<file path="config.mk">
export PLATFORM = sky130hd
export DESIGN_NAME = sysid_probe
export DESIGN_NICKNAME = d
export VERILOG_FILES = /design/src/rtl/sysid_probe_pkg.sv /design/src/rtl/sysid_probe.sv
export SDC_FILE = /design/constraint.sdc
export NUM_CORES = 1
export LEC_CHECK = 0
export BUFFER_PORTS_ARGS = -buffer_cell sky130_fd_sc_hd__clkbuf_2
export CORE_MARGIN = 4
export CORE_UTILIZATION = 35
export CTS_CLUSTER_SIZE = 25
export DETAILED_ROUTE_END_ITERATION = 16
export PLACE_DENSITY_LB_ADDON = 0.3
export SETUP_SLACK_MARGIN = 0.15
export SLEW_MARGIN = 25
export SYNTH_ARGS = -nofsm -noshare
export SYNTH_HDL_FRONTEND = slang
export SYNTH_SLANG_ARGS = --single-unit
</file>
<file path="constraint.sdc">
create_clock -name clock -period 1.95 [get_ports clock]
set_input_delay 0.39 -clock clock [delete_from_list [all_inputs] [get_ports clock]]
set_output_delay 0.39 -clock clock [all_outputs]
set_load 0.05 [all_outputs]
</file>
<file path="src/rtl/sysid_probe_pkg.sv">
`default_nettype none
// ============================================================================
// Module   : sysid_probe_pkg
// Brief    : Shared state encoding and constants for the system-ID probe.
// Revision : 1.0 - initial release
// ============================================================================
package sysid_probe_pkg;

    typedef enum logic [2:0] {
        IDLE   = 3'd0,
        REQ_ID = 3'd1,
        LAT_ID = 3'd2,
        REQ_TS = 3'd3,
        LAT_TS = 3'd4,
        DONE   = 3'd5
    } sysid_probe_state_t;

    localparam logic SYSID_ADDR_ID = 1'b0;
    localparam logic SYSID_ADDR_TS = 1'b1;
    localparam int   SYSID_LAT_MAX = 3;

endpackage
`default_nettype wire

</file>
<file path="src/rtl/sysid_probe.sv">
`default_nettype none
// ============================================================================
// Module   : sysid_probe
// Brief    : Avalon-MM read master that fetches the system-ID and timestamp
//            words and flags whether they match the build-time values.
// Revision : 1.0 - initial release
// ============================================================================
module sysid_probe
    import sysid_probe_pkg::*;
#(
    parameter logic [31:0] EXPECTED_ID    = 32'h0000_0000,
    parameter logic [31:0] EXPECTED_TS    = 32'h0000_0000,
    parameter int          READ_LATENCY   = 0,
    parameter int          TIMEOUT_CYCLES = 255,
    parameter bit          AUTO_START     = 1'b1
) (
    input  logic        clock,
    input  logic        reset,
    input  logic        start,
    output logic        avm_address,
    output logic        avm_read,
    input  logic        avm_waitrequest,
    input  logic [31:0] avm_readdata,
    output logic        busy,
    output logic        done,
    output logic        valid_pulse,
    output logic        id_ok,
    output logic        ts_ok,
    output logic        timeout,
    output logic [31:0] id_value,
    output logic [31:0] ts_value
);

    generate
        if (READ_LATENCY < 0 || READ_LATENCY > SYSID_LAT_MAX ||
            TIMEOUT_CYCLES < 1 || TIMEOUT_CYCLES > 65535) begin : g_param_check
            $fatal(1, "sysid_probe: READ_LATENCY or TIMEOUT_CYCLES out of range");
        end
    endgenerate

    localparam bit          c_has_lat    = (READ_LATENCY > 0);
    localparam logic [1:0]  c_lat_last   = c_has_lat ? 2'(READ_LATENCY - 1) : 2'd0;
    localparam logic [15:0] c_stall_last = 16'(TIMEOUT_CYCLES - 1);

    sysid_probe_state_t r_state;
    sysid_probe_state_t w_next;
    logic               r_auto;
    logic [1:0]         r_lat;
    logic [15:0]        r_stall;

    logic w_launch;
    logic w_cap_id;
    logic w_cap_ts;
    logic w_abort;
    logic w_stall_hit;
    logic w_lat_hit;

    // Bus strobes come straight from the state register so they hold steady under stalls.
    assign avm_read    = (r_state == REQ_ID) || (r_state == REQ_TS);
    assign avm_address = (r_state == REQ_TS) ? SYSID_ADDR_TS : SYSID_ADDR_ID;

    always_comb begin
        w_next      = r_state;
        w_launch    = 1'b0;
        w_cap_id    = 1'b0;
        w_cap_ts    = 1'b0;
        w_abort     = 1'b0;
        w_stall_hit = avm_waitrequest && (r_stall == c_stall_last);
        w_lat_hit   = (r_lat == c_lat_last);
        case (r_state)
            IDLE: begin
                if (r_auto || start) begin
                    w_next   = REQ_ID;
                    w_launch = 1'b1;
                end
            end
            REQ_ID: begin
                if (!avm_waitrequest) begin
                    if (c_has_lat) begin
                        w_next = LAT_ID;
                    end else begin
                        w_next   = REQ_TS;
                        w_cap_id = 1'b1;
                    end
                end else if (w_stall_hit) begin
                    w_next  = DONE;
                    w_abort = 1'b1;
                end
            end
            LAT_ID: begin
                if (w_lat_hit) begin
                    w_next   = REQ_TS;
                    w_cap_id = 1'b1;
                end
            end
            REQ_TS: begin
                if (!avm_waitrequest) begin
                    if (c_has_lat) begin
                        w_next = LAT_TS;
                    end else begin
                        w_next   = DONE;
                        w_cap_ts = 1'b1;
                    end
                end else if (w_stall_hit) begin
                    w_next  = DONE;
                    w_abort = 1'b1;
                end
            end
            LAT_TS: begin
                if (w_lat_hit) begin
                    w_next   = DONE;
                    w_cap_ts = 1'b1;
                end
            end
            DONE: begin
                if (start) begin
                    w_next   = REQ_ID;
                    w_launch = 1'b1;
                end
            end
            default: w_next = IDLE;
        endcase
    end

    always_ff @(posedge clock) begin
        if (reset) begin
            r_state     <= IDLE;
            r_auto      <= AUTO_START;
            r_lat       <= 2'd0;
            r_stall     <= 16'd0;
            busy        <= 1'b0;
            done        <= 1'b0;
            valid_pulse <= 1'b0;
            id_ok       <= 1'b0;
            ts_ok       <= 1'b0;
            timeout     <= 1'b0;
            id_value    <= 32'd0;
            ts_value    <= 32'd0;
        end else begin
            r_state <= w_next;
            r_auto  <= 1'b0;
            // Stall count is zero outside REQ cycles, so every REQ entry starts fresh.
            r_stall <= (avm_read && avm_waitrequest) ? r_stall + 16'd1 : 16'd0;
            r_lat   <= ((r_state == LAT_ID) || (r_state == LAT_TS)) ? r_lat + 2'd1 : 2'd0;

            busy        <= (w_next == REQ_ID) || (w_next == LAT_ID) ||
                           (w_next == REQ_TS) || (w_next == LAT_TS);
            done        <= (w_next == DONE);
            valid_pulse <= (w_next == DONE) && (r_state != DONE);

            if (w_launch) begin
                id_ok   <= 1'b0;
                ts_ok   <= 1'b0;
                timeout <= 1'b0;
            end
            if (w_cap_id) begin
                id_value <= avm_readdata;
                id_ok    <= (avm_readdata == EXPECTED_ID);
            end
            if (w_cap_ts) begin
                ts_value <= avm_readdata;
                ts_ok    <= (avm_readdata == EXPECTED_TS);
            end
            if (w_abort) begin
                timeout <= 1'b1;
                id_ok   <= 1'b0;
                ts_ok   <= 1'b0;
            end
        end
    end

endmodule
`default_nettype wire

</file>
==> qor.yml <==
synthesis:
  synthCells: 430
  ys_async_sr_fraction_pct: 0
  synthDistinctLibCells: 41
  synthFlopType: "dfxtp_1"
  synthTopCellsByArea: "dfxtp_1 (51%), nand2_1 (14%), a21oi_1 (8.4%), nor2_1 (2.7%), xor2_1 (2.7%)"
  synth_edf_count: 0
  yosys.area.top_type: "dfxtp_1"
  yosysTopAreaCellShare_pct: 51.2
  syn_nets: 469
  yosysSeqAreaShare_pct: 51.2
  synth-seq-cells: 92
  syn_area_per_cell_um2: 8.36
  ys_warn_count: 0
  syn_area_mm2: 0.00359
die:
  rows: 36
  die_w_um: 109
  initial_core_util_pct: 36.3
  fp.coreArea_mm2: 0.00991
  boundaryPins: 108
  dieHeight_um: 109
  dieArea_mm2: 0.0120
cts:
  clkLatencyLatePin_ns: 0.35
  hold_buffers: 0
  numClockSinks: 92
  cts_made_buffers: 9
  cts_buffer_depth: 2
  path_clk_slew_ns: 0.10
  cts-htree-levels: 3
  cts-root-buf: "clkbuf_8"
  cts_tree: "done"
setup_path:
  crit_chain: "or2b_1, inv_2, and2_2, buf_8"
  arrival_ns: 1.36
  path_max_fanout: 5
  cp-start-kind: "flip-flop"
  path_buf_inv: 2
  cpMaxStageDelayCell: "dfxtp_2"
  critPathRequiredTime_ns: 1.56
  critPathKind: "reg -> out"
  cp_top_family: "simple AND/OR/NAND/NOR gates"
  critPathCaptureType: "output port"
  crit_path_max_incr_delay_ns: 0.36
final_layout:
  seqCellArea_mm2: 0.00185
  diodes: 0
  multi_input_area_mm2: 0.00160
  area_growth_pct: 25.9
  final_layout_size_suffix_gt1_share_pct: 29.5
  nNetsFinal: 576
  fillers: 1007
flow_run:
  cap_violations: 0
sta:
  skew_ns: 0.0156
  worst_pin_slew_ns: 0.604
  relSlewSlack_pct: 59.6
  hold_viol_final: 0
  rsz0062_at_grt: "false"
  setup_tns_ns: 0
  drv_slew: 0
  setup_viol: 0
  fin_crit_ns: 1.75
  period_share_pct: 89.7
  fmax_mhz: 571
  holdWs_ns: 0.276
power:
  powerDensity_mw_per_mm2: 868
  ir_worst_vdd_v: 0.000361
  leakage_uw: 0.00183
detailed_routing:
  postRouteAntennaNets: 0
  dr.pass1.iters: 4
  wl_per_cell_um: 13.7
  viasPerCell: 4.73
  wirelength_mm: 9.24
  num_vias: 3191
  drcViolationCount: 0
  drt_first_iter_violations: 151
grt:
  grt_overflow: 0
  grt_pass1_vias: 3091
  grt_start_max_net_pins: 70
  grt_pass1_wl_mm: 14.7
  track_usage_pct: 15.5
  antenna_found_initial: 0
place:
  dp_hpwl_mm: 6.69
  gp_congestion: 0.753
  io_buffers: 107
outcome:
  outcome: "finished, final reports clean"
worst_hold_path:
  min_path_type: "in -> reg"
cell families (layout without fill, tap and decap cells):
family | after synthesis | in the layout | synth area share, %
flops | 92 | 92 | 51.2
simple gates | 207 | 207 | 25.7
compound gates | 84 | 84 | 14.2
fa+ha+maj | 3 | 3 | 1.04
buf+inv | 30 | 142 | 4.42
xor+xnor | 14 | 14 | 3.41
what timing repair did:
item / CTS / global route
setup buffers: 2 / 1
setup endpoints to repair: 2 / 3
gates resized for setup: 6 / 3
stage by stage:
step / total power (µW) / utilization, % / setup WS, ns / area, µm² / instances
finish: 3930 / 45.7 / 0.200 / 4530 / 675
global route: 4100 / 45.7 / 0.149 / 4530 / 675
CTS: 3980 / 45.6 / 0.164 / 4510 / 674
detailed placement: 2680 / 43.3 / 0.243 / 4290 / 656
global placement: 2670 / 43.3 / 0.244 / 4290 / 656
floorplan: 2490 / - / 0.237 / 3600 / 430
layer usage:
metal | vias up | wire length (µm) | global-route usage (%)
met5 | - | 0 | 0
met4 | 0 | 85 | 5.61
met3 | 6 | 561 | 3.70
met2 | 68 | 4300 | 24.5
met1 | 1475 | 4300 | 20.7
li1 | 1642 | - | -
layout by cell type (no fill, tap or decap), types with 8 or more instances in the layout:
cell        n
xor2_1     11
a21oi_1    60
clkbuf_2  106
nor2_1     26
dfxtp_1    89
nand2_1   136
a21oi_2     9
buf_4       9
clkbuf_8    9
nand3_1     8
nor4_1      9
layout make-up:
cell class / count / area share [%]
clock buffers: 10 / 2.82
clock inverters: 6 / 1.58
inverters: 6 / 0.498
multi-input cells: 308 / 35.3
flip-flops and latches: 92 / 40.8
well taps: 133 / 3.68
repair buffers: 120 / 15.3
worst paths after layout:
| kind | from | endpoint | slack, ns | depth (start not counted) |
|---|---|---|---|---|
| min | avm_readdata[8] | id_value[8] | 0.28 | 3 |
| min reg2reg | r_lat[0] | r_lat[0] | 0.42 | 1 |
| max | r_state[0] | avm_address | 0.20 | 4 |
| max reg2reg | r_stall[1] | busy | 0.32 | 6 |
synthesized netlist by cell type (2+ instances only):
| cell | count |
|---|---|
| ha_1 | 3 |
| dfxtp_1 | 92 |
| inv_1 | 6 |
| a21oi_2 | 9 |
| nand2_1 | 136 |
| o21ai_0 | 4 |
| nor2b_1 | 3 |
| nor2_1 | 26 |
| xnor2_1 | 3 |
| and3_1 | 4 |
| nand3_1 | 8 |
| buf_6 | 4 |
| and2_1 | 2 |
| clkbuf_1 | 8 |
| nor4_1 | 9 |
| and4bb_2 | 3 |
| buf_2 | 10 |
| xor2_1 | 11 |
| and2b_1 | 2 |
| a21oi_1 | 60 |
| a211oi_1 | 2 |
| nand4_1 | 5 |
| a21o_1 | 2 |
power by group:
part / internal (µW) / switching, µW / leakage (µW)
registers: 1950 / 42.4 / 0.000748
logic: 181 / 469 / 0.000987
clock network: 605 / 684 / 0.0000935
total: 2730 / 1200 / 0.00183
sequential cells by signal, summed over array words and instances (netlist names), 2 cells and up:
register	flops
id_value	32
ts_value	32
r_stall	16
r_state	3
r_lat	2
tightest hold or removal path: stages:
cell and delay (ns):
clkbuf_2 0.10, nand2_1 0.05, a21oi_1 0.05
(Power assumes the default switching activity.)
